--- config.mk ---
export PLATFORM = sky130hd
export DESIGN_NAME = core_run_controller_flat
export DESIGN_NICKNAME = d
export VERILOG_FILES = /design/src/rtl/core_run_controller_if.sv /design/src/rtl/core_run_controller.sv /design/src/flat_wrapper.sv
export SDC_FILE = /design/constraint.sdc
export NUM_CORES = 1
export LEC_CHECK = 0
export CAP_MARGIN = 20
export CORE_MARGIN = 2
export CORE_UTILIZATION = 44
export CTS_CLUSTER_DIAMETER = 150
export CTS_CLUSTER_SIZE = 28
export DETAILED_ROUTE_END_ITERATION = 12
export PLACE_DENSITY = 0.92
export SETUP_SLACK_MARGIN = 0.4
export SLEW_MARGIN = 40
export SYNTH_ARGS = -nofsm -noshare
export SYNTH_HDL_FRONTEND = slang
export SYNTH_SLANG_ARGS = --single-unit
--- constraint.sdc ---
create_clock -name clk -period 3.1 [get_ports clk]
set_input_delay 0.31 -clock clk [delete_from_list [all_inputs] [get_ports clk]]
set_output_delay 0.31 -clock clk [all_outputs]
set_load 0.05 [all_outputs]
--- src/rtl/core_run_controller_if.sv ---
// Host-side signal bundle of the run controller: start/config, load stream,
// DRAM port, core enable/end flags, result stream and status.
interface core_run_controller_if #(
    parameter int unsigned NUM_CORES = 4,
    parameter int unsigned DATA_W    = 32,
    parameter int unsigned ADDR_W    = 12,
    parameter int unsigned CYC_W     = 32
);
    logic                 start;
    logic [ADDR_W-1:0]    load_len;
    logic [2:0]           no_cores;

    logic [DATA_W-1:0]    in_data;
    logic                 in_valid;
    logic                 in_ready;

    logic [ADDR_W-1:0]    mem_addr;
    logic [DATA_W-1:0]    mem_wdata;
    logic                 mem_we;
    logic [DATA_W-1:0]    mem_rdata;

    logic [NUM_CORES-1:0] enable;
    logic [NUM_CORES-1:0] core_done;

    logic [DATA_W-1:0]    out_data;
    logic                 out_valid;
    logic                 out_ready;

    logic [CYC_W-1:0]     cycle_count;
    logic                 busy;
    logic                 done;
    logic                 timeout;

    modport master (
        input  start, load_len, no_cores, in_data, in_valid, mem_rdata,
               core_done, out_ready,
        output in_ready, mem_addr, mem_wdata, mem_we, enable, out_data,
               out_valid, cycle_count, busy, done, timeout
    );

    modport slave (
        output start, load_len, no_cores, in_data, in_valid, mem_rdata,
               core_done, out_ready,
        input  in_ready, mem_addr, mem_wdata, mem_we, enable, out_data,
               out_valid, cycle_count, busy, done, timeout
    );
endinterface

--- src/rtl/core_run_controller.sv ---
// Load/run/read-back sequencer: streams an image into DRAM, runs the selected
// cores until all report done (or the run times out), then streams results out.
module core_run_controller #(
    parameter int unsigned NUM_CORES  = 4,
    parameter int unsigned DATA_W     = 32,
    parameter int unsigned ADDR_W     = 12,
    parameter int unsigned OUT_BASE   = 32,
    parameter int unsigned OUT_LEN    = 16,
    parameter int unsigned CYC_W      = 32,
    parameter int unsigned MAX_CYCLES = 2**20
) (
    input  logic                  clk,
    input  logic                  rst,
    core_run_controller_if.master bus
);
    localparam int unsigned IDX_W = (OUT_LEN > 1) ? $clog2(OUT_LEN) : 1;

    typedef enum logic [2:0] {IDLE, LOAD, RUN, RD_ADDR, RD_WAIT, RD_OUT, FIN} state_t;
    state_t state, state_next;

    logic [ADDR_W-1:0]    len_q;
    logic [ADDR_W-1:0]    ptr;
    logic [NUM_CORES-1:0] mask;
    logic [NUM_CORES-1:0] mask_new;
    logic [IDX_W-1:0]     idx;
    logic                 first_run;
    logic [CYC_W-1:0]     cycle_count;
    logic [DATA_W-1:0]    out_data;
    logic                 done;
    logic                 timeout;

    logic                 accept;
    logic                 beat;
    logic                 complete;
    logic                 at_limit;
    logic                 timeout_hit;
    logic                 out_hs;
    logic                 last_word;
    logic                 in_ready;
    logic                 mem_we;
    logic                 out_valid;
    logic [ADDR_W-1:0]    mem_addr;
    logic [DATA_W-1:0]    mem_wdata;
    logic [NUM_CORES-1:0] enable;
    int unsigned          n_req;

    // Requested core count: 0 means one core, anything above NUM_CORES clamps.
    always_comb begin
        n_req = {29'd0, bus.no_cores};
        if (n_req == 0)
            n_req = 1;
        else if (n_req > NUM_CORES)
            n_req = NUM_CORES;
        mask_new = '0;
        for (int unsigned i = 0; i < NUM_CORES; i++)
            mask_new[i] = (i < n_req);
    end

    assign at_limit  = (cycle_count == CYC_W'(MAX_CYCLES));
    assign last_word = (idx == IDX_W'(OUT_LEN - 1));

    always_ff @(posedge clk) begin
        if (rst)
            state <= IDLE;
        else
            state <= state_next;
    end

    always_comb begin
        state_next  = state;
        accept      = 1'b0;
        beat        = 1'b0;
        complete    = 1'b0;
        timeout_hit = 1'b0;
        out_hs      = 1'b0;
        in_ready    = 1'b0;
        mem_we      = 1'b0;
        mem_addr    = '0;
        mem_wdata   = '0;
        enable      = '0;
        out_valid   = 1'b0;
        unique case (state)
            IDLE: begin
                if (bus.start) begin
                    accept     = 1'b1;
                    state_next = (bus.load_len == '0) ? RUN : LOAD;
                end
            end
            LOAD: begin
                in_ready = 1'b1;
                mem_addr = ptr;
                if (bus.in_valid) begin
                    beat      = 1'b1;
                    mem_we    = 1'b1;
                    mem_wdata = bus.in_data;
                    if (ptr == len_q - ADDR_W'(1))
                        state_next = RUN;
                end
            end
            RUN: begin
                enable = mask;
                // End flags may still be high from the previous run on entry.
                complete = !first_run && (&(bus.core_done | ~mask));
                if (complete) begin
                    state_next = RD_ADDR;
                end else if (at_limit) begin
                    timeout_hit = 1'b1;
                    state_next  = RD_ADDR;
                end
            end
            RD_ADDR: begin
                mem_addr   = ADDR_W'(OUT_BASE) + ADDR_W'(idx);
                state_next = RD_WAIT;
            end
            RD_WAIT: state_next = RD_OUT;
            RD_OUT: begin
                out_valid = 1'b1;
                if (bus.out_ready) begin
                    out_hs     = 1'b1;
                    state_next = last_word ? FIN : RD_ADDR;
                end
            end
            FIN:     state_next = IDLE;
            default: state_next = IDLE;
        endcase
    end

    always_ff @(posedge clk) begin
        if (rst) begin
            len_q       <= '0;
            ptr         <= '0;
            mask        <= '0;
            idx         <= '0;
            first_run   <= 1'b1;
            cycle_count <= '0;
            out_data    <= '0;
            done        <= 1'b0;
            timeout     <= 1'b0;
        end else begin
            first_run <= (state != RUN);
            if (accept) begin
                len_q       <= bus.load_len;
                mask        <= mask_new;
                ptr         <= '0;
                idx         <= '0;
                cycle_count <= '0;
                done        <= 1'b0;
                timeout     <= 1'b0;
            end
            if (beat)
                ptr <= ptr + ADDR_W'(1);
            if (state == RUN && !complete && !at_limit)
                cycle_count <= cycle_count + CYC_W'(1);
            if (timeout_hit)
                timeout <= 1'b1;
            if (state == RD_WAIT)
                out_data <= bus.mem_rdata;
            if (out_hs) begin
                idx <= idx + IDX_W'(1);
                if (last_word)
                    done <= 1'b1;
            end
        end
    end

    assign bus.in_ready    = in_ready;
    assign bus.mem_we      = mem_we;
    assign bus.mem_addr    = mem_addr;
    assign bus.mem_wdata   = mem_wdata;
    assign bus.enable      = enable;
    assign bus.out_valid   = out_valid;
    assign bus.out_data    = out_data;
    assign bus.cycle_count = cycle_count;
    assign bus.busy        = (state != IDLE);
    assign bus.done        = done;
    assign bus.timeout     = timeout;
endmodule

--- src/flat_wrapper.sv ---
// flat-port wrapper written by rule: the top's interface ports become plain ports
module core_run_controller_flat 
#(
    parameter int unsigned NUM_CORES  = 4,
    parameter int unsigned DATA_W     = 32,
    parameter int unsigned ADDR_W     = 12,
    parameter int unsigned OUT_BASE   = 32,
    parameter int unsigned OUT_LEN    = 16,
    parameter int unsigned CYC_W      = 32,
    parameter int unsigned MAX_CYCLES = 2**20
)
  (clk, rst, bus_start, bus_load_len, bus_no_cores, bus_in_data, bus_in_valid, bus_mem_rdata, bus_core_done, bus_out_ready, bus_in_ready, bus_mem_addr, bus_mem_wdata, bus_mem_we, bus_enable, bus_out_data, bus_out_valid, bus_cycle_count, bus_busy, bus_done, bus_timeout);
  core_run_controller_if #(.NUM_CORES(NUM_CORES), .DATA_W(DATA_W), .ADDR_W(ADDR_W), .CYC_W(CYC_W)) bus_i ();
  input  logic clk;
  input  logic rst;
  input wire logic [$bits(bus_i.start)-1:0] bus_start;
  input wire logic [$bits(bus_i.load_len)-1:0] bus_load_len;
  input wire logic [$bits(bus_i.no_cores)-1:0] bus_no_cores;
  input wire logic [$bits(bus_i.in_data)-1:0] bus_in_data;
  input wire logic [$bits(bus_i.in_valid)-1:0] bus_in_valid;
  input wire logic [$bits(bus_i.mem_rdata)-1:0] bus_mem_rdata;
  input wire logic [$bits(bus_i.core_done)-1:0] bus_core_done;
  input wire logic [$bits(bus_i.out_ready)-1:0] bus_out_ready;
  output wire logic [$bits(bus_i.in_ready)-1:0] bus_in_ready;
  output wire logic [$bits(bus_i.mem_addr)-1:0] bus_mem_addr;
  output wire logic [$bits(bus_i.mem_wdata)-1:0] bus_mem_wdata;
  output wire logic [$bits(bus_i.mem_we)-1:0] bus_mem_we;
  output wire logic [$bits(bus_i.enable)-1:0] bus_enable;
  output wire logic [$bits(bus_i.out_data)-1:0] bus_out_data;
  output wire logic [$bits(bus_i.out_valid)-1:0] bus_out_valid;
  output wire logic [$bits(bus_i.cycle_count)-1:0] bus_cycle_count;
  output wire logic [$bits(bus_i.busy)-1:0] bus_busy;
  output wire logic [$bits(bus_i.done)-1:0] bus_done;
  output wire logic [$bits(bus_i.timeout)-1:0] bus_timeout;
  assign bus_i.start = bus_start;
  assign bus_i.load_len = bus_load_len;
  assign bus_i.no_cores = bus_no_cores;
  assign bus_i.in_data = bus_in_data;
  assign bus_i.in_valid = bus_in_valid;
  assign bus_i.mem_rdata = bus_mem_rdata;
  assign bus_i.core_done = bus_core_done;
  assign bus_i.out_ready = bus_out_ready;
  assign bus_in_ready = bus_i.in_ready;
  assign bus_mem_addr = bus_i.mem_addr;
  assign bus_mem_wdata = bus_i.mem_wdata;
  assign bus_mem_we = bus_i.mem_we;
  assign bus_enable = bus_i.enable;
  assign bus_out_data = bus_i.out_data;
  assign bus_out_valid = bus_i.out_valid;
  assign bus_cycle_count = bus_i.cycle_count;
  assign bus_busy = bus_i.busy;
  assign bus_done = bus_i.done;
  assign bus_timeout = bus_i.timeout;
  core_run_controller #(.NUM_CORES(NUM_CORES), .DATA_W(DATA_W), .ADDR_W(ADDR_W), .OUT_BASE(OUT_BASE), .OUT_LEN(OUT_LEN), .CYC_W(CYC_W), .MAX_CYCLES(MAX_CYCLES)) u_core (.clk(clk), .rst(rst), .bus(bus_i));
endmodule
==> metrics.cfg, run 1 <==
[run_status]
status=finished clean

[layout]
regArea_um2=2040
drive_gt1_share_pct=11.6
insertedDiodeCount=0
final_common_cell=clkdlybuf4s50_1
final_cell_area_um2=7630
syn_to_final_growth_pct=43.6
layout_common_cells=clkdlybuf4s50_1 (162), nand2_1 (120), dfxtp_1 (102)
nNetsFinal=950
multiInputGateArea_um2=3000
fillCellCount=1001

[global_routing]
overflow=0
grt_max_degree=68
grt_antenna_before_repair=0
grt_pass1_wl_mm=24.2
grt_pass1_vias=4968
track_usage_pct=23.1

[die]
die_x_um=114
fp-row-count=40
io_pins=206
start_util_pct=44.6
die_area_um2=13000
die_y_um=114
core_area_um2=11900

[power]
p_switching_mw=1.83
p_int_mw=2.69
share_seq_of_total_power_pct=33.6
power_frac_comb_pct=41.0
leakagePower_nw=2.86
power.density_nw_per_um2=593
swShare_pct=40.6
clkPwrFrac_pct=25.4
ir_worst_vdd_mv=0.342

[critical_path]
rr_worst_depth=9
r2r_end=u_core.state[1]
path_cells=inv_1 -> ha_1 -> or4b_4 -> or3_1 -> a211oi_2 -> nor3_1 -> o41ai_2 -> a31oi_1 -> nor2_1
cpLargestDelayFamily=simple AND/OR/NAND/NOR gates
reg2reg_from=u_core.len_q[0]
slowest_delay_ns=0.51
worstPathMaxFanout=6
cp-start-kind=flip-flop
path_class=flip-flop to flip-flop
reg2reg_slack_ns=0.50
cp.arrival_ns=2.89
cpMaxStageDelayCell=or4b_4
required_ns=3.38
end_kind=flip-flop
cp.buffers_inverters=1
path_depth=9

[yosys]
syn-cell-area_um2=5310
synthesis.nets=769
yosys_warnings=0
synthFlopType=dfxtp_1
synth_edf_count=0
synth-seq-area-share_pct=38.4
ys_ff_latch=102
synth_cell_types=60
syn_area_per_cell_um2=7.86
async_flop_share_pct=0
synthCells=676

[placed_design]
dp.final_hpwl_mm=11.3
routabilityCongestion=0.828
portBuffers=205
dpl_cell_area_um2=7310

[clocking]
clkTransAtPathRegs_ns=0.07
cts_sinks=102
cts_buffers=9
cts_tree=done
post_cts_buffers=0
cts_max_level=3
cts_hold_buf=0
clkLatencyLatePin_ns=0.35
root_buffer=clkbuf_16
cts_buffer_depth=2

[worst_hold_path]
hold_end=u_core.bus.cycle_count[21]
hp-class=input pin to flip-flop
min_path_cells=2
worstHoldStart=rst

[timing]
slew_headroom_pct=52.0
fin_skew_ns=0.00556
fmax_ghz=0.384
tns_ns=0
finalSetupViolCount=0
hold_viol=0
fin_crit_sh_pct=84.0
fin_crit_ns=2.60
finalMaxSlewViolations=0
tightest_slew_ns=0.719
rsz0062_at_grt=no

[detailed_routing]
vias=5560
first_iter_violations=329
drcViolationCount=0
detail-route-antenna-nets=0
wl_per_cell_um=15.3
routed_via_density=5.51
wl_mm=15.5
drt-pass1-iter-count=5

[run]
drv_cap=0

[synthesized netlist by cell type (5+ instances only)]
cell,count,area (µm²)
mux2i_1,8,80.1
nand4_1,8,50.1
inv_1,14,52.6
nor3_1,11,55.1
dfxtp_1,102,2040
o21ai_0,12,60.1
and3_1,46,288
nand2_1,120,450
xor2_1,10,87.6
a211oi_1,9,67.6
and2_1,10,62.6
nor2_1,61,229
nand3b_1,8,60.1
and4_1,5,43.8
nor4_1,15,93.8
ha_1,5,62.6
clkbuf_1,34,128
nand3_1,25,125
mux2_2,14,158
a22oi_1,6,45.0
xnor2_1,14,123
a21oi_1,69,345
[area by class of cell]
type                       instances  area share [%]
clock buffer                       9            2.95
clock inverter                     7           0.952
inverter                          15           0.738
multi-input combinational        515            39.4
sequential                       102            26.8
tap                              147            2.41
timing repair buffer             214            26.8
[metal layers]
| layer | GRT usage (%) | vias to the layer above | part of all wire [%] |
|---|---|---|---|
| met1 | 26.5 | 2576 | 39 |
| met4 | 9.11 | 0 | 1.9 |
| met2 | 41.4 | 221 | 50 |
| li1 | - | 2740 | - |
| met3 | 5.63 | 23 | 8.4 |
| met5 | 0 | - | 0 |
[state kept, by name (all words and copies together), names as in the netlist]
register                flops
u_core.idx                  4
u_core.first_run            1
u_core.bus.timeout          1
u_core.ptr                 12
u_core.bus.cycle_count     32
u_core.bus.done             1
u_core.mask                 4
u_core.state                3
u_core.bus.out_data        32
u_core.len_q               12
[worst max path at each step]
stage	startpoint	end	slack [ns]
6_report	u_core.len_q[0]	u_core.state[1]	0.50
3_5_place_dp	bus_core_done[1]	u_core.bus.cycle_count[25]	0.41
3_3_place_gp	bus_core_done[0]	u_core.bus.cycle_count[25]	0.41
4_1_cts	u_core.state[0]	bus_mem_addr[5]	0.45
5_1_grt	u_core.state[0]	bus_mem_addr[3]	0.42
2_1_floorplan	u_core.bus.cycle_count[0]	u_core.bus.cycle_count[28]	0.54
[worst reg2reg max path, stage by stage, from the launching register on]
cell	delay, ns
dfxtp_1	0.36
inv_1	0.07
ha_1	0.27
or4b_4	0.51
or3_1	0.34
a211oi_2	0.19
nor3_1	0.08
o41ai_2	0.47
a31oi_1	0.14
nor2_1	0.11
[cells by family after synthesis]
| group | count (synthesis) | synth area share (%) |
|---|---|---|
| AO/OA/AOI/OAI | 123 | 14.2 |
| XOR/XNOR | 24 | 3.96 |
| adder cells (fa/ha/maj) | 5 | 1.18 |
| buffers and inverters | 59 | 5.25 |
| flip-flops | 102 | 38.4 |
| multiplexers | 22 | 4.48 |
| AND/OR/NAND/NOR | 341 | 32.5 |
[power groups by stage]
stage	Combinational, mW	Sequential [mW]	Clock, mW
2_1_floorplan	1.28	1.56	0
3_3_place_gp	1.81	1.54	0
3_5_place_dp	1.84	1.55	0
4_1_cts	1.85	1.52	1.16
5_1_grt	1.98	1.54	1.22
6_report	1.85	1.52	1.15
[through the flow]
step                instances  total power, mW  setup slack [ns]  utilization [%]  hold slack, ns
floorplan                 676             2.84             0.538                -           0.442
finish                   1009             4.52             0.497             64.0           0.449
global route             1009             4.74             0.420             64.0           0.473
global placement          993             3.35             0.409             61.4           0.441
CTS                      1009             4.53             0.454             63.9           0.439
detailed placement        993             3.39             0.409             61.4           0.448
[what timing repair did]
action                                  4_1_cts  5_1_grt
gates resized for setup                       0        4
endpoints found under the hold margin         0        0
endpoints found under the setup margin        0        5
Note: power is estimated with default switching activity, not from simulation.
==> run 2: changes to the inputs <==
Clock period 3.1 ns to 2.7 ns, I/O delays scaled along.
==> run 2 against run 1 <==
Net effect:
- wire length grew 11%
- clock skew increased by 0.0039 ns
- non-clock buffer count is 13 higher
- largest cell class unchanged
- sequential cell count stayed put
- critical path type unchanged
==> metrics.cfg, run 2 (synthesis gave the netlist of run 1 again) <==
[critical_path]
worstPathMaxFanout=5  ; -1
r2r_end=u_core.state[1]
cpMaxStageDelayCell=or4b_4
cp.buffers_inverters=1  ; unchanged
end_kind=flip-flop
slowest_delay_ns=0.47  ; -0.04 ns
reg2reg_slack_ns=0.36  ; -0.14 ns
rr_worst_depth=9  ; unchanged
cp-start-kind=flip-flop
cp.arrival_ns=2.64  ; -0.25 ns
path_class=flip-flop to flip-flop
path_cells=inv_2 -> ha_4 -> or4b_4 -> or3_4 -> a211oi_2 -> nor3_1 -> o41ai_2 -> a31oi_1 -> nor2_1
cpLargestDelayFamily=simple AND/OR/NAND/NOR gates
required_ns=3.00  ; -0.38 ns
reg2reg_from=u_core.len_q[0]

[timing]
rsz0062_at_grt=yes
worst_slack_ns=0.360  ; -0.137 ns
slew_headroom_pct=59.8  ; +7.9 points
tns_ns=0  ; unchanged
fin_crit_sh_pct=86.7  ; +2.7 points
hold_viol=0  ; unchanged
fmax_ghz=0.427  ; +11%
fin_skew_ns=0.00948  ; +0.00393 ns
fin_crit_ns=2.34  ; -0.263 ns
finalMaxSlewViolations=0  ; unchanged
finalSetupViolCount=0  ; unchanged
tightest_slew_ns=0.601  ; -0.118 ns

[die]
die_x_um=114  ; unchanged
start_util_pct=44.6  ; unchanged
core_area_um2=11900  ; unchanged
fp-row-count=40  ; unchanged
die_area_um2=13000  ; unchanged
die_y_um=114  ; unchanged
io_pins=206  ; unchanged

[power]
power.density_nw_per_um2=683  ; +15%
leakagePower_nw=3.16  ; +10%
power.total_mw=5.69  ; +26%
ir_worst_vdd_mv=0.387  ; +13%

[global_routing]
track_usage_pct=25.6  ; +2.5 points
grt_pass1_wl_mm=26.8  ; +11%
grt_pass1_vias=5501  ; +11%
grt_max_degree=42  ; -38%
overflow=0  ; unchanged
grt_antenna_before_repair=0  ; unchanged

[layout]
nNetsFinal=964  ; +1.5%
insertedDiodeCount=0  ; unchanged
final_common_cell=clkdlybuf4s50_1
top_regs=u_core.bus.cycle_count: 32 flops, u_core.bus.out_data: 32 flops
syn_to_final_growth_pct=56.8
drive_gt1_share_pct=15.6  ; +4.0 points
fillCellCount=884  ; -12%
layout_common_cells=clkdlybuf4s50_1 (152), nand2_1 (120), dfxtp_1 (90)

[clocking]
root_buffer=clkbuf_16
clkLatencyLatePin_ns=0.36  ; about the same
cts_sinks=102  ; unchanged
clkTransAtPathRegs_ns=0.08  ; about the same
cts_buffers=9  ; unchanged
cts_buffer_depth=2  ; unchanged
cts_hold_buf=0  ; unchanged
cts_max_level=3  ; unchanged
cts_tree=done

[placed_design]
post-place-ws_ns=0.157  ; -0.252 ns
dp.final_hpwl_mm=12.3  ; +8.6%
routabilityCongestion=0.921  ; +11%
portBuffers=205  ; unchanged

[detailed_routing]
drcViolationCount=0  ; unchanged
detail-route-antenna-nets=0  ; unchanged
vias=5798  ; +4.3%
drt-pass1-iter-count=5  ; unchanged
wl_mm=17.3  ; +11%
routed_via_density=5.67  ; +2.9%
first_iter_violations=464  ; +41%
wl_per_cell_um=16.9  ; +9.9%

[run]
drv_cap=0  ; unchanged

[worst_hold_path]
worstHoldStart=rst
hold_end=u_core.bus.cycle_count[26]
min_path_cells=2  ; unchanged
hp-class=input pin to flip-flop

[run_status]
status=finished clean

==> run 2: changes by cell type in the layout (fill, tap and decap cells not counted), sizes merged <==
cell / previous run / this run
buf: 50 / 64
clkbuf: 9 / 12
clkdlybuf4s50: 162 / 152
clkinv: 3 / 1
dlygate4sd2: 0 / 5
dlymetal6s2s: 2 / 5
or2: 3 / 4
==> run 2: stage by stage <==
| stage | instances | hold slack [ns] | instance area [µm²] | util [%] |
|---|---|---|---|---|
| detailed placement | 1000 | 0.447 | 7870 | 66.1 |
| finish | 1023 | 0.296 | 8330 | 69.9 |
| CTS | 1016 | 0.295 | 8200 | 68.9 |
| global placement | 1000 | 0.441 | 7870 | 66.1 |
| global route | 1023 | 0.314 | 8330 | 69.9 |
| floorplan | 676 | 0.406 | 5330 | - |
==> run 2: worst reg2reg max path: stages (launching register included) <==
cell and delay (ns):
dfxtp_2 0.36, inv_2 0.07, ha_4 0.15, or4b_4 0.47, or3_4 0.34, a211oi_2 0.18, nor3_1 0.08, o41ai_2 0.42
a31oi_1 0.13, nor2_1 0.09
==> run 2: power breakdown <==
part	internal (mW)	total (mW)	leakage (nW)	switching, mW
Sequential	1.61	1.76	0.831	0.155
Combinational	1.05	2.53	2.18	1.49
Clock	0.780	1.39	0.150	0.609
==> run 2: area by class of cell <==
type,count,area [µm²],share of cell area (%)
clock buffer,11,253,3.03
clock inverter,5,65.1,0.781
inverter,15,56.3,0.676
multi-input combinational,516,3070,36.9
sequential,102,2060,24.8
tap,147,184,2.21
timing repair buffer,227,2640,31.7
==> run 2: timing repair <==
item,in CTS,in global routing
pin swaps,1,10
cloned,0,1
resized for setup,12,22
buffers inserted,0,6
setup endpoints to repair,37,61
==> run 2: worst max path at each step <==
stage	startpoint	endpoint	slack, ns	cells past startpoint
after floorplan	u_core.bus.cycle_count[5]	u_core.bus.cycle_count[25]	0.41	7
after global placement	bus_core_done[1]	u_core.bus.cycle_count[30]	0.29	7
after detailed placement	bus_core_done[0]	u_core.bus.cycle_count[26]	0.16	7
after CTS	u_core.state[2]	bus_enable[3]	0.40	3
after global routing	u_core.len_q[1]	u_core.state[1]	0.25	9
final	u_core.len_q[0]	u_core.state[1]	0.36	9
==> run 2: per-layer routing <==
layer  GRT usage [%]  vias to the layer above  share of wire [%]
met4            13.8                        0                4.0
met2            43.8                      325                 49
li1                -                     2748                  -
met3            7.70                       62                 10
met1            28.6                     2663                 37
met5               0                        -                  0
